--- src/rtl/mc_controller_if.sv ---
// Control/status bundle between the multicycle controller and its datapath.
// The master modport is the controller. The slave modport is the datapath side.
interface mc_controller_if;
    logic [5:0] op;
    logic [5:0] funct;
    logic       zero;
    logic       pcen;
    logic       memwrite;
    logic       irwrite;
    logic       regwrite;
    logic       alusrca;
    logic       iord;
    logic       memtoreg;
    logic       regdst;
    logic [1:0] alusrcb;
    logic [1:0] pcsrc;
    logic [2:0] alucontrol;
    logic [3:0] state;

    modport master (
        input  op, funct, zero,
        output pcen, memwrite, irwrite, regwrite, alusrca, iord, memtoreg,
               regdst, alusrcb, pcsrc, alucontrol, state
    );

    modport slave (
        output op, funct, zero,
        input  pcen, memwrite, irwrite, regwrite, alusrca, iord, memtoreg,
               regdst, alusrcb, pcsrc, alucontrol, state
    );
endinterface

--- src/rtl/mc_controller.sv ---
// Moore control FSM for a multicycle MIPS-style datapath (lw/sw/R-type/beq/addi/j).
// Define MC_BNE_EN to add bne support through the BNEEX state.
module mc_controller (
    input  logic          clk,
    input  logic          reset,
    mc_controller_if.master bus
);

    typedef enum logic [3:0] {
        FETCH   = 4'd0,
        DECODE  = 4'd1,
        MEMADR  = 4'd2,
        MEMRD   = 4'd3,
        MEMWB   = 4'd4,
        MEMWR   = 4'd5,
        RTYPEEX = 4'd6,
        RTYPEWB = 4'd7,
        BEQEX   = 4'd8,
        ADDIEX  = 4'd9,
        ADDIWB  = 4'd10,
        JEX     = 4'd11,
        BNEEX   = 4'd12
    } state_e;

    localparam logic [5:0] OP_RTYPE = 6'b000000;
    localparam logic [5:0] OP_J     = 6'b000010;
    localparam logic [5:0] OP_BEQ   = 6'b000100;
    localparam logic [5:0] OP_BNE   = 6'b000101;
    localparam logic [5:0] OP_ADDI  = 6'b001000;
    localparam logic [5:0] OP_LW    = 6'b100011;
    localparam logic [5:0] OP_SW    = 6'b101011;

    localparam logic [2:0] ALU_AND = 3'b000;
    localparam logic [2:0] ALU_OR  = 3'b001;
    localparam logic [2:0] ALU_ADD = 3'b010;
    localparam logic [2:0] ALU_SUB = 3'b110;
    localparam logic [2:0] ALU_SLT = 3'b111;

    // rtype marks the one state whose ALU op comes from funct instead of a constant.
    typedef struct packed {
        logic       pcwrite;
        logic       branch;
        logic       branchne;
        logic       memwrite;
        logic       irwrite;
        logic       regwrite;
        logic       alusrca;
        logic       iord;
        logic       memtoreg;
        logic       regdst;
        logic [1:0] alusrcb;
        logic [1:0] pcsrc;
        logic [2:0] aluop;
        logic       rtype;
    } ctrl_t;

    function automatic ctrl_t ctrl_for(state_e s);
        ctrl_t c;
        c       = '0;
        c.aluop = ALU_ADD;
        case (s)
            FETCH: begin
                c.irwrite = 1'b1;
                c.pcwrite = 1'b1;
                c.alusrcb = 2'b01;
            end
            DECODE: c.alusrcb = 2'b11;
            MEMADR: begin
                c.alusrca = 1'b1;
                c.alusrcb = 2'b10;
            end
            MEMRD: c.iord = 1'b1;
            MEMWB: begin
                c.memtoreg = 1'b1;
                c.regwrite = 1'b1;
            end
            MEMWR: begin
                c.iord     = 1'b1;
                c.memwrite = 1'b1;
            end
            RTYPEEX: begin
                c.alusrca = 1'b1;
                c.rtype   = 1'b1;
            end
            RTYPEWB: begin
                c.regdst   = 1'b1;
                c.regwrite = 1'b1;
            end
            BEQEX: begin
                c.alusrca = 1'b1;
                c.aluop   = ALU_SUB;
                c.pcsrc   = 2'b01;
                c.branch  = 1'b1;
            end
            ADDIEX: begin
                c.alusrca = 1'b1;
                c.alusrcb = 2'b10;
            end
            ADDIWB: c.regwrite = 1'b1;
            JEX: begin
                c.pcsrc   = 2'b10;
                c.pcwrite = 1'b1;
            end
`ifdef MC_BNE_EN
            BNEEX: begin
                c.alusrca  = 1'b1;
                c.aluop    = ALU_SUB;
                c.pcsrc    = 2'b01;
                c.branchne = 1'b1;
            end
`endif
            default: ;
        endcase
        return c;
    endfunction

    function automatic logic [2:0] alu_from_funct(logic [5:0] f);
        logic [2:0] a;
        case (f)
            6'b100000: a = ALU_ADD;
            6'b100010: a = ALU_SUB;
            6'b100100: a = ALU_AND;
            6'b100101: a = ALU_OR;
            6'b101010: a = ALU_SLT;
            default:   a = ALU_ADD;
        endcase
        return a;
    endfunction

    state_e state_q, state_d;
    ctrl_t  ctrl_q;

    // op is only looked at in DECODE and MEMADR; every other state has a fixed successor.
    always_comb begin
        state_d = FETCH;
        case (state_q)
            FETCH:  state_d = DECODE;
            DECODE: begin
                case (bus.op)
                    OP_LW, OP_SW: state_d = MEMADR;
                    OP_RTYPE:     state_d = RTYPEEX;
                    OP_BEQ:       state_d = BEQEX;
                    OP_ADDI:      state_d = ADDIEX;
                    OP_J:         state_d = JEX;
`ifdef MC_BNE_EN
                    OP_BNE:       state_d = BNEEX;
`endif
                    default:      state_d = FETCH;
                endcase
            end
            MEMADR:  state_d = (bus.op == OP_SW) ? MEMWR : MEMRD;
            MEMRD:   state_d = MEMWB;
            RTYPEEX: state_d = RTYPEWB;
            ADDIEX:  state_d = ADDIWB;
            default: state_d = FETCH;
        endcase
    end

    // Outputs are registered alongside the state, decoded from the state being entered.
    always_ff @(posedge clk) begin
        if (reset) begin
            state_q <= FETCH;
            ctrl_q  <= ctrl_for(FETCH);
        end else begin
            state_q <= state_d;
            ctrl_q  <= ctrl_for(state_d);
        end
    end

    // Write enables are masked by reset directly so nothing architectural commits while held.
    assign bus.pcen       = ~reset & (ctrl_q.pcwrite
                                      | (ctrl_q.branch   &  bus.zero)
                                      | (ctrl_q.branchne & ~bus.zero));
    assign bus.memwrite   = ~reset & ctrl_q.memwrite;
    assign bus.irwrite    = ~reset & ctrl_q.irwrite;
    assign bus.regwrite   = ~reset & ctrl_q.regwrite;
    assign bus.alusrca    = ctrl_q.alusrca;
    assign bus.iord       = ctrl_q.iord;
    assign bus.memtoreg   = ctrl_q.memtoreg;
    assign bus.regdst     = ctrl_q.regdst;
    assign bus.alusrcb    = ctrl_q.alusrcb;
    assign bus.pcsrc      = ctrl_q.pcsrc;
    assign bus.alucontrol = ctrl_q.rtype ? alu_from_funct(bus.funct) : ctrl_q.aluop;
    assign bus.state      = state_q;

endmodule

--- src/flat_wrapper.sv ---
// flat-port wrapper written by rule: the top's interface ports become plain ports
module mc_controller_flat 
  (clk, reset, bus_op, bus_funct, bus_zero, bus_pcen, bus_memwrite, bus_irwrite, bus_regwrite, bus_alusrca, bus_iord, bus_memtoreg, bus_regdst, bus_alusrcb, bus_pcsrc, bus_alucontrol, bus_state);
  mc_controller_if bus_i ();
  input  logic clk;
  input  logic reset;
  input wire logic [$bits(bus_i.op)-1:0] bus_op;
  input wire logic [$bits(bus_i.funct)-1:0] bus_funct;
  input wire logic [$bits(bus_i.zero)-1:0] bus_zero;
  output wire logic [$bits(bus_i.pcen)-1:0] bus_pcen;
  output wire logic [$bits(bus_i.memwrite)-1:0] bus_memwrite;
  output wire logic [$bits(bus_i.irwrite)-1:0] bus_irwrite;
  output wire logic [$bits(bus_i.regwrite)-1:0] bus_regwrite;
  output wire logic [$bits(bus_i.alusrca)-1:0] bus_alusrca;
  output wire logic [$bits(bus_i.iord)-1:0] bus_iord;
  output wire logic [$bits(bus_i.memtoreg)-1:0] bus_memtoreg;
  output wire logic [$bits(bus_i.regdst)-1:0] bus_regdst;
  output wire logic [$bits(bus_i.alusrcb)-1:0] bus_alusrcb;
  output wire logic [$bits(bus_i.pcsrc)-1:0] bus_pcsrc;
  output wire logic [$bits(bus_i.alucontrol)-1:0] bus_alucontrol;
  output wire logic [$bits(bus_i.state)-1:0] bus_state;
  assign bus_i.op = bus_op;
  assign bus_i.funct = bus_funct;
  assign bus_i.zero = bus_zero;
  assign bus_pcen = bus_i.pcen;
  assign bus_memwrite = bus_i.memwrite;
  assign bus_irwrite = bus_i.irwrite;
  assign bus_regwrite = bus_i.regwrite;
  assign bus_alusrca = bus_i.alusrca;
  assign bus_iord = bus_i.iord;
  assign bus_memtoreg = bus_i.memtoreg;
  assign bus_regdst = bus_i.regdst;
  assign bus_alusrcb = bus_i.alusrcb;
  assign bus_pcsrc = bus_i.pcsrc;
  assign bus_alucontrol = bus_i.alucontrol;
  assign bus_state = bus_i.state;
  mc_controller u_core (.clk(clk), .reset(reset), .bus(bus_i));
endmodule
--- config.mk ---
export PLATFORM = sky130hd
export DESIGN_NAME = mc_controller_flat
export DESIGN_NICKNAME = d
export VERILOG_FILES = /design/src/rtl/mc_controller_if.sv /design/src/rtl/mc_controller.sv /design/src/flat_wrapper.sv
export SDC_FILE = /design/constraint.sdc
export NUM_CORES = 1
export LEC_CHECK = 0
export ABC_AREA = 1
export CORE_MARGIN = 2
export CORE_UTILIZATION = 28
export DETAILED_ROUTE_END_ITERATION = 6
export GPL_TIMING_DRIVEN = 0
export PLACE_DENSITY = 0.6
export SLEW_MARGIN = 10
export SYNTH_ARGS = -nofsm -noshare
export SYNTH_HDL_FRONTEND = slang
export SYNTH_SLANG_ARGS = --single-unit
--- constraint.sdc ---
create_clock -name clk -period 1.4 [get_ports clk]
set_clock_uncertainty 0.2 [all_clocks]
set_input_delay 0.14 -clock clk [delete_from_list [all_inputs] [get_ports clk]]
set_output_delay 0.14 -clock clk [all_outputs]
set_load 0.01 [all_outputs]
After elaboration in Yosys (flattened, before gate mapping)

Cells that the tools add are included.

Flip-flop bits (word level): 21
Bits of input ports: 15

Equality and inequality tests: 25
Muxes and demuxes: 18
Bitwise operators: 10
Reductions and logical operators: 9

Operators with widths:

| cell                  | count |
|---|---|
| $eq A6 B6 Y1 const B  | 6 |
| $pmux W4 S6           | 1 |
| $eq A4 B3 Y1 const B  | 5 |
| $eq A4 B4 Y1 const B  | 5 |
| $pmux W4 S5           | 1 |
| $eq A4 B2 Y1 const B  | 4 |
| $pmux W3 S4           | 1 |
| $mux W1               | 10 |
| $mux W3               | 3 |
| $eq A4 B1 Y1 const B  | 2 |
| $logic_not A4 Y1      | 2 |
| $reduce_or A2 Y1      | 4 |
| $eq A6 B2 Y1 const B  | 1 |
| $eq A6 B3 Y1 const B  | 1 |
| $eq A6 B4 Y1 const B  | 1 |
| $logic_not A6 Y1      | 1 |
| $pmux W2 S3           | 1 |
| $and A1 B1 Y1         | 5 |
| $pmux W2 S2           | 1 |
| $reduce_or A4 Y1      | 1 |
| $reduce_or A3 Y1      | 1 |
| $not A1 Y1            | 2 |
| $or A1 B1 Y1          | 2 |
| $and A1 B1 Y1 const A | 1 |

Depth between registers and ports, before layout

Gate-level depths: netlist of run 1.

Depth in word-level cells: 7
Mapped depth: 11
Mapped depth without buffers: 11

Worst setup path before layout of run 1

Ideal clock, no wire load.

Path type: register to register
Start point: register u_core.state_q[1] (netlist: u_core.bus.state[1])
End point: register u_core.ctrl_q (netlist bit u_core.bus.alusrca)
Arrival time: 1.242 ns
Data required time: 1.072 ns
Setup slack: -0.170 ns
Cell stages (with the launch flop): 12
Buffers on the path: 0
Path through: dfxtp_1 inv_2 nand2_2 nor2_2 nor2_4 nand2_2 nor2_8 nor2_1 nand2_1 nand2_1 nor2_1 nor2_1

Cells in the longest elaborated chain, start to end: 5
Elaborated cells between the ends (all ways): 13
Classes of those cells: eq/ne: 9; mux: 2; reduce/logical: 2

RTL lines:

| item                                 | RTL line             | RTL |
|---|---|---|
| start, declared                      | mc_controller.sv:130 | `state_e state_q, state_d;` |
| start signal, assigned               | mc_controller.sv:165 | `state_q <= state_d;` |
| $eq A4 B4 Y1 (tied with other cells) | mc_controller.sv:136 | `case (state_q)` |
| $pmux W4 S6 *                        | mc_controller.sv:136 |  |
| $eq A4 B2 Y1 (tied with other cells) | mc_controller.sv:61  | `case (s)` |
| $reduce_or A4 Y1 (no source line) *  | n/a                  |  |
| $mux W1 *                            | mc_controller.sv:61  |  |
| end signal, assigned                 | mc_controller.sv:163 | `ctrl_q <= ctrl_for(FETCH);` |
| end signal, assigned                 | mc_controller.sv:166 | `ctrl_q <= ctrl_for(state_d);` |
| end, declared                        | mc_controller.sv:131 | `ctrl_t ctrl_q;` |

Mark *: on every way between the ends. The rest lies on a longest branch, timed or not.
A chain may end at the register's enable or synchronous reset.

Worst setup path in the final report of run 1

Start point: register u_core.state_q[3] (netlist: u_core.bus.state[3])
End point: register u_core.ctrl_q (netlist bit u_core.bus.alusrcb[1])

Cells in the longest elaborated chain, start to end: 5
Elaborated cells between the ends (all ways): 13
Classes of those cells: eq/ne: 8; mux: 2; reduce/logical: 3

RTL lines:

| item                                                | RTL line |
|---|---|
| $eq A4 B4 Y1 (tied with other cells)                | mc_controller.sv:136 |
| $pmux W4 S6 *                                       | mc_controller.sv:136 |
| $eq A4 B2 Y1 / $eq A4 B4 Y1 (equally long branches) | mc_controller.sv:61 |
| $reduce_or A2 Y1 (no source line)                   | n/a |
| $pmux W2 S3 *                                       | mc_controller.sv:61 |

Marked as above.

==> results of run 1 <==
-- worst paths after layout --
kind / slack, ns / from / end / cells past startpoint
max: -0.16 / u_core.bus.state[3]$_SDFF_PP0_ / u_core.bus.alusrcb[1]$_SDFF_PP0_ / 10
min: -0.02 / reset / u_core.ctrl_q[12]$_SDFF_PP0_ / 3
max reg2reg: -0.16 / u_core.bus.state[3]$_SDFF_PP0_ / u_core.bus.alusrcb[1]$_SDFF_PP0_ / 10
min reg2reg: 0.34 / u_core.bus.state[2]$_SDFF_PP0_ / u_core.bus.regdst$_SDFF_PP0_ / 2
-- worst max-delay path, cell delays in order (launching register included) --
cell,delay (ns)
sky130_fd_sc_hd__dfxtp_4,0.37
sky130_fd_sc_hd__nor2_4,0.16
sky130_fd_sc_hd__nand3_4,0.12
sky130_fd_sc_hd__nor2_4,0.14
sky130_fd_sc_hd__nor2_2,0.05
sky130_fd_sc_hd__nand2_2,0.10
sky130_fd_sc_hd__nor2_4,0.05
sky130_fd_sc_hd__nand2_2,0.06
sky130_fd_sc_hd__nand3_1,0.09
sky130_fd_sc_hd__nand2_1,0.09
sky130_fd_sc_hd__inv_1,0.04
-- where the power goes --
part / total, uW / switching (uW) / leakage [uW] / internal [uW]
registers: 503 / 8.84 / 0.000142 / 494
clock network: 261 / 154 / 0.0000177 / 107
logic: 223 / 124 / 0.000576 / 98.9
total: 987 / 287 / 0.000736 / 700
-- state kept, by name, indices dropped and copies added, names as in the netlist --
signal	count
u_core.bus.state	4
u_core.bus.alusrcb	2
u_core.ctrl_q	6
u_core.bus.iord	1
u_core.bus.alusrca	1
u_core.bus.pcsrc	1
u_core.bus.regdst	1
u_core.bus.memtoreg	1
-- logic make-up after synthesis --
family                 Yosys count
AOI/OAI and AO/OA                4
buffers and inverters           31
DFF                             17
and+or+nand+nor                 85
-- per-layer routing --
layer,up-vias,GRT usage
li1,504,-
met1,413,0.141
met2,33,0.218
met3,4,0.0414
met4,0,0.0274
met5,-,0
-- per-stage QoR --
| stage | TNS (ns) | instances | power, uW | area [um2] | util |
|---|---|---|---|---|---|
| finish | -0.841 | 224 | 987 | 1510 | 0.484 |
| global route | -1.75 | 224 | 1040 | 1510 | 0.484 |
| CTS | -0.507 | 222 | 969 | 1430 | 0.458 |
| detailed placement | -9.60 | 214 | 706 | 1350 | 0.433 |
| global placement | -9.17 | 214 | 703 | 1350 | 0.433 |
| floorplan | -0.0322 | 137 | 615 | 968 | - |
-- cell type report --
cell class | count | area share
buffer | 5 | 0.0289
clock inverter | 1 | 0.00331
clock buffer | 3 | 0.0149
multi-input combinational | 89 | 0.394
tap | 44 | 0.0364
sequential | 17 | 0.236
timing repair buffer | 39 | 0.218
inverter | 26 | 0.0695
-- synth_stat cells --
library cell	n	share of area
sky130_fd_sc_hd__nand2_1	25	0.10
sky130_fd_sc_hd__nor2_1	24	0.096
sky130_fd_sc_hd__inv_1	21	0.084
sky130_fd_sc_hd__dfxtp_1	17	0.36
sky130_fd_sc_hd__nand3_1	14	0.075
sky130_fd_sc_hd__inv_2	5	0.020
sky130_fd_sc_hd__nor2_2	5	0.033
sky130_fd_sc_hd__buf_4	4	0.032
sky130_fd_sc_hd__nor3_1	4	0.021
sky130_fd_sc_hd__a21oi_1	3	0.016
sky130_fd_sc_hd__nand3_2	3	0.032
sky130_fd_sc_hd__nand2_2	2	0.013
sky130_fd_sc_hd__a21oi_4	1	0.017
sky130_fd_sc_hd__and3_1	1	0.0067
sky130_fd_sc_hd__clkbuf_1	1	0.0040
sky130_fd_sc_hd__nand2_4	1	0.012
sky130_fd_sc_hd__nand3b_1	1	0.0080
sky130_fd_sc_hd__nor2_4	1	0.012
sky130_fd_sc_hd__nor2_8	1	0.021
sky130_fd_sc_hd__nor3_2	1	0.011
sky130_fd_sc_hd__nor4_1	1	0.0067
sky130_fd_sc_hd__nor4_2	1	0.013
-- what timing repair did --
item | CTS | global route
setup buffers | 4 | 0
endpoints found under the hold margin | 0 | 4
pin swaps | 5 | 15
setup endpoints to repair | 29 | 17
gates resized for setup | 63 | 32
hold buffers | 0 | 2
==> summary by stage, run 1 <==
Run status
The run finished, with violations left. The checks that failed: hold timing, setup timing.

Yosys
Yosys printed 0 warnings. The complex-gate fraction of the synthesized area is 0.0334. The proportion of synthesized chip area in sequential cells is 0.364. When the netlist entered floorplanning its net count stood at between 150 and 200. Of the total synthesized cell area, the portion taken by AND, OR, NAND and NOR gates is 0.463. Measured against the total synthesized area, the mux share comes to 0. After synthesis the netlist holds a flip-flop and latch count of 17. The main combinational cell family by area after synthesis is simple AND/OR/NAND/NOR gates. The area share of xor/xnor cells in the synthesized design is 0. The synthesized netlist occupies a cell area of around 940 um2.

A synthesized cell averages between 6 and 7 um2. The post-synthesis share of cell area spent on full adders, half adders and majority gates is 0. The post-synthesis cell count is 137. The number of distinct library cell variants in the gate-level netlist after synthesis is 22.

Finish
The combined area of the multi-input logic cells is approximately 600 um2. The signed area change from the synthesized netlist to the final layout is 61.6%. The filler cell count is around 310. Registers take about 360 um2.

The library cells used most frequently in the layout, excluding fill and tap cells, are sky130_fd_sc_hd__nand2_1, sky130_fd_sc_hd__nor2_1, sky130_fd_sc_hd__dlygate4sd2_1, sky130_fd_sc_hd__inv_1, sky130_fd_sc_hd__nand3_1. The post-layout net count is 196. The final antenna diode count is 0. The share of layout cells above drive strength 1 is 0.400.

Route
For this run, design rule violations remaining after detail routing come to 0. In the routed layout, each cell is associated on average with a via count of around 4.3. The final wirelength is roughly 2.3 mm. Summed over all nets, wire length on met3 after detailed routing comes to between 100 and 150 um. The sum of met2 wire segment lengths after detailed routing is approximately 1.1 mm. The remaining number of nets flagged by the antenna check after routing is 0.

The routed layout has 954 vias. The met1 routed wirelength after detailed routing is 994 um. The average wire length per cell after detail routing is just over 10 um. The highest routed metal layer is met4. The first-pass detailed-route iteration total is 4.

In this run, the number of DRC markers left after iteration 0 of detailed routing was 30.

Floorplan
The die width is between 60 and 70 um. The die covers roughly 3800 um2. The number of top-level pins is 34. The initial cell density of the core is 0.299.

The total area inside the core boundary comes to ~3100 um2. The height of the die is 61.8 um. The floorplan has 20 rows.

CTS
The clock insertion delay at the later pin of the skew report is between 0.2 and 0.3 ns. TritonCTS built the clock tree. After clock tree synthesis, the clock-pin slew on the worst setup and hold paths is roughly 0.10 ns. The TritonCTS sink count is 17.

The number of H-tree levels is 1. Counting along the longest clock path gives a buffer depth of 2. Clock tree synthesis selected as its root buffer the cell sky130_fd_sc_hd__clkbuf_4.

TritonCTS created 3 clock buffers.

Min path
The kind of path behind the tightest hold check is in2reg.

Setup path
The critical setup path kind is reg2reg. The data arrival time of the critical path is approximately 1.6 ns. The kind of end point of the critical path is a register. STA puts the critical path data required time at between 1 and 1.5 ns. The kind of launch point of the worst setup path is a register. The maximum fanout encountered on the critical timing path is 5.

Flow run
The tool flagged a number of max-cap violations equal to 0.

Timing
Setup repair after global routing could not meet its margin everywhere. The number of endpoints failing setup at the final stage is 9. The timing-limited maximum frequency is roughly 640 MHz. On the final layout, the worst hold slack is -0.0160 ns. The time the worst path needs with I/O delays and setup is 1.56 ns. The portion of the clock cycle consumed by the worst path in the final layout is 1.11. For the pin with the worst max-slew slack, the measured transition is between 0.2 and 0.3 ns.

After layout, the worst setup slack is -0.159 ns. The final-report max-slew violation count is 0. The worst slew slack as a fraction of its limit is 0.825. The final-report hold violation count is 6.

GRT
The via count of the first global-routing pass is between 800 and 900. Entering global routing, the biggest net connects 11 pins. The first-pass GRT wire length is 3.44 mm.

After global routing the overflow that remains totals 0. The overall fraction of global-route tracks in use is 0.122. The initial antenna violation count is 0.

Power
VDD sags by at most around 0.46 mV. In this run the power density over the cells is 652 nW/um2. The cell leakage power is between 0.0007 and 0.0008 uW.

Place
The post-detailed-placement half-perimeter wirelength is approximately 1.7 mm. During placement, the flow inserted port buffers numbering 33. At the end of routability-driven placement, the weighted congestion stood at between 0.8 and 0.9. Before CTS, the worst setup slack after placement is -0.704 ns.
Note: power is estimated with default switching activity, not from simulation.
==> inputs of run 2 (changes only) <==
- TNS_END_PERCENT: unset -> 20
==> run 2 against run 1 <==
Net effect:
- the run ends with setup timing left
- combinational power about the same
- sequential power barely moved
- worst hold slack gained 0.13 ns
- first-iteration DRC count fell by 27%
- via count is 0.52% lower
- sequential cell count is the same
- critical path type unchanged
- largest power group unchanged
- highest routed layer unchanged
==> summary by stage, run 2 (same netlist as run 1, synthesis figures left out) <==
Finish
Once layout is complete, the utilization of the core stands at 0.479. The register with the most flip-flops in the layout has 6 of them. The final antenna diode count is 0. The top cell types in the final layout, fill and taps aside, are sky130_fd_sc_hd__nand2_1, sky130_fd_sc_hd__nor2_1, sky130_fd_sc_hd__dlygate4sd2_1, sky130_fd_sc_hd__inv_1, sky130_fd_sc_hd__buf_4. Relative to the synthesized area, the layout overhead comes to 60.0%. Counting the fill cells in the layout gives between 300 and 400. Of the cells placed in the final design, the portion with a size suffix greater than 1 is 0.411. After the last flow step, the layout net total stands at 196. Counting flops per register, the top entry is u_core.ctrl_q.

Power
The worst-case IR drop observed on VDD is about 0.46 mV. The power after layout is 983 uW. The power density over the cells is approximately 660 nW/um2.

In this run the static leakage power is roughly 0.00074 uW.

Floorplan
The area inside the core boundary is ~3100 um2. The total number of placement rows is 20. In this run the vertical extent of the chip is 61.8 um. The initial utilization of the core area, before any placement, comes to 0.299.

The number of top-level pins is 34. The die width is between 60 and 70 um. The die footprint is approximately 3800 um2.

Setup path
Across all register-to-register paths, the minimum setup slack is -0.13 ns. The endpoint of the lowest-slack register-to-register path is u_core.bus.alusrca$_SDFF_PP0_. The total number of cells along the worst setup path is 10.

The maximum fanout encountered on the critical timing path is 5. The count of buffer and inverter cells on the critical path is 2. The worst setup path is captured at a register.

At the worst endpoint, the required time is 1.40 ns. The worst-case reg-to-reg path depth is 10. The worst setup path is of the reg2reg kind. The data arrival time of the critical path is between 1.5 and 2 ns. The startpoint identified for the worst register-to-register timing path is u_core.bus.state[3]$_SDFF_PP0_. For this run, the slowest stage of the critical path takes between 0.3 and 0.4 ns.

The standard cell with the maximum stage delay on the critical path is sky130_fd_sc_hd__dfxtp_4. The critical path goes through nor2_4 > nand3_4 > inv_2 > nand2_2 > nand3_4 > inv_4 > nand3_1 > nand2_1 > nor2_1 > nor2_1. The kind of launch point of the worst setup path is a register. Broken down by cell family, the worst path's largest delay share belongs to simple AND/OR/NAND/NOR gates.

GRT
The initial antenna violation count is 0. The aggregate global routing overflow is 0. The first-pass GRT wire length is 3.45 mm. The overall fraction of global-route tracks in use is 0.122. The via count of the first global-routing pass is just under 900. The pin count of the biggest net entering global routing is 11.

Route
The remaining number of nets flagged by the antenna check after routing is 0. The final wirelength is about 2.2 mm. The mean number of vias per cell is 4.24. The average wire length per cell after detail routing is between 10 and 15 um. The first routing iteration left 22 violations. The first-pass detailed-route iteration total is 4. The post-detailed-route DRC marker count is 0. The total via count after detailed routing is approximately 950.

CTS
The clock passes through at most 2 buffers. The count of hold buffers inserted by post-cts repair is 0. Counting the buffers created by CTS gives 3. The post-CTS clock slew at the launch and capture registers of the worst setup and hold paths is ~0.10 ns.

The cell sitting at the root of the clock tree is a sky130_fd_sc_hd__clkbuf_4. The clock reaches the later pin of the worst-skew pair after roughly 0.29 ns. The CTS tree is yes. CTS built an H-tree with a depth of 1. For this design, the sink count on the clock tree is 17.

Min path
The kind of path behind the tightest hold check is in2reg. The origin of the worst min-delay path is reset. The worst hold path was traced through 2 stages. For hold timing, the worst endpoint is u_core.bus.state[0]$_SDFF_PP0_.

Place
The count of buffers added on input and output ports is 33. Before CTS, the worst setup slack after placement is -0.704 ns. The post-detailed-placement half-perimeter wirelength is about 1.7 mm.

The routability-driven placement congestion ratio is between 0.8 and 0.9.

Timing
The time the worst path needs with I/O delays and setup is between 1.5 and 2 ns. Setup slack on the critical path of the routed design comes to -0.131 ns. The number of endpoints failing setup at the final stage is 9. Setup repair after global routing could not meet its margin everywhere. The final-report max-slew violation count is 0. Dividing the final minimum period by the clock period gives 1.09. The worst-case hold slack is approximately 0.11 ns. The final-report hold violation count is 0. For the pin with the worst max-slew slack, the measured transition is 0.275 ns. Headroom to the max-slew limit came out at 0.817.

The timing-limited maximum frequency is approximately 650 MHz.

Run status
The final reports fail on setup timing. The run finished, with violations left.

Flow run
The tool flagged a number of max-cap violations equal to 0.
## run 2: timing repair
item | in CTS | in global routing
pin swaps | 4 | 14
endpoints found under the setup margin | 29 | 16
resized for setup | 59 | 23
hold endpoints to repair | 0 | 0
setup buffers | 2 | 4
## run 2: layer usage
layer,global-route usage,vias to the layer above,part of all wire
met3,0.0435,2,0.064
li1,-,505,-
met1,0.142,415,0.44
met4,0.0274,0,0.0080
met2,0.217,27,0.49
met5,0,-,0
## run 2: cell type report
type / count / area (um2) / share of cell area
Clock inverter: 1 / 5.00 / 0.00334
Buffer: 5 / 43.8 / 0.0292
Sequential cell: 17 / 357 / 0.238
Inverter: 26 / 103 / 0.0685
Timing Repair Buffer: 39 / 322 / 0.215
Tap cell: 44 / 55.1 / 0.0368
Clock buffer: 3 / 22.5 / 0.0150
Multi-Input combinational cell: 89 / 591 / 0.394
## run 2: worst max-delay path by stage
stage	endpoint	from
5_1_grt	u_core.bus.alusrca$_SDFF_PP0_	u_core.bus.state[3]$_SDFF_PP0_
3_3_place_gp	bus_pcen	reset
4_1_cts	u_core.bus.alusrcb[1]$_SDFF_PP0_	u_core.bus.state[1]$_SDFF_PP0_
3_5_place_dp	bus_alucontrol[0]	bus_funct[1]
6_report	u_core.bus.alusrca$_SDFF_PP0_	u_core.bus.state[3]$_SDFF_PP0_
2_1_floorplan	u_core.bus.alusrca$_SDFF_PP0_	u_core.bus.state[2]$_SDFF_PP0_
## run 2: power by group
part | internal, uW | total [uW] | switching [uW]
Combinational | 100 | 221 | 120
Clock | 107 | 257 | 151
Sequential | 494 | 505 | 10.4
Total | 701 | 983 | 282
## run 2: stage by stage
stage	TNS, ns	instance area (um2)	instances
6_report	-0.741	1500	224
5_1_grt	-1.82	1500	224
2_1_floorplan	-0.0322	968	137
4_1_cts	-0.543	1400	220
3_3_place_gp	-9.17	1350	214
3_5_place_dp	-9.60	1350	214
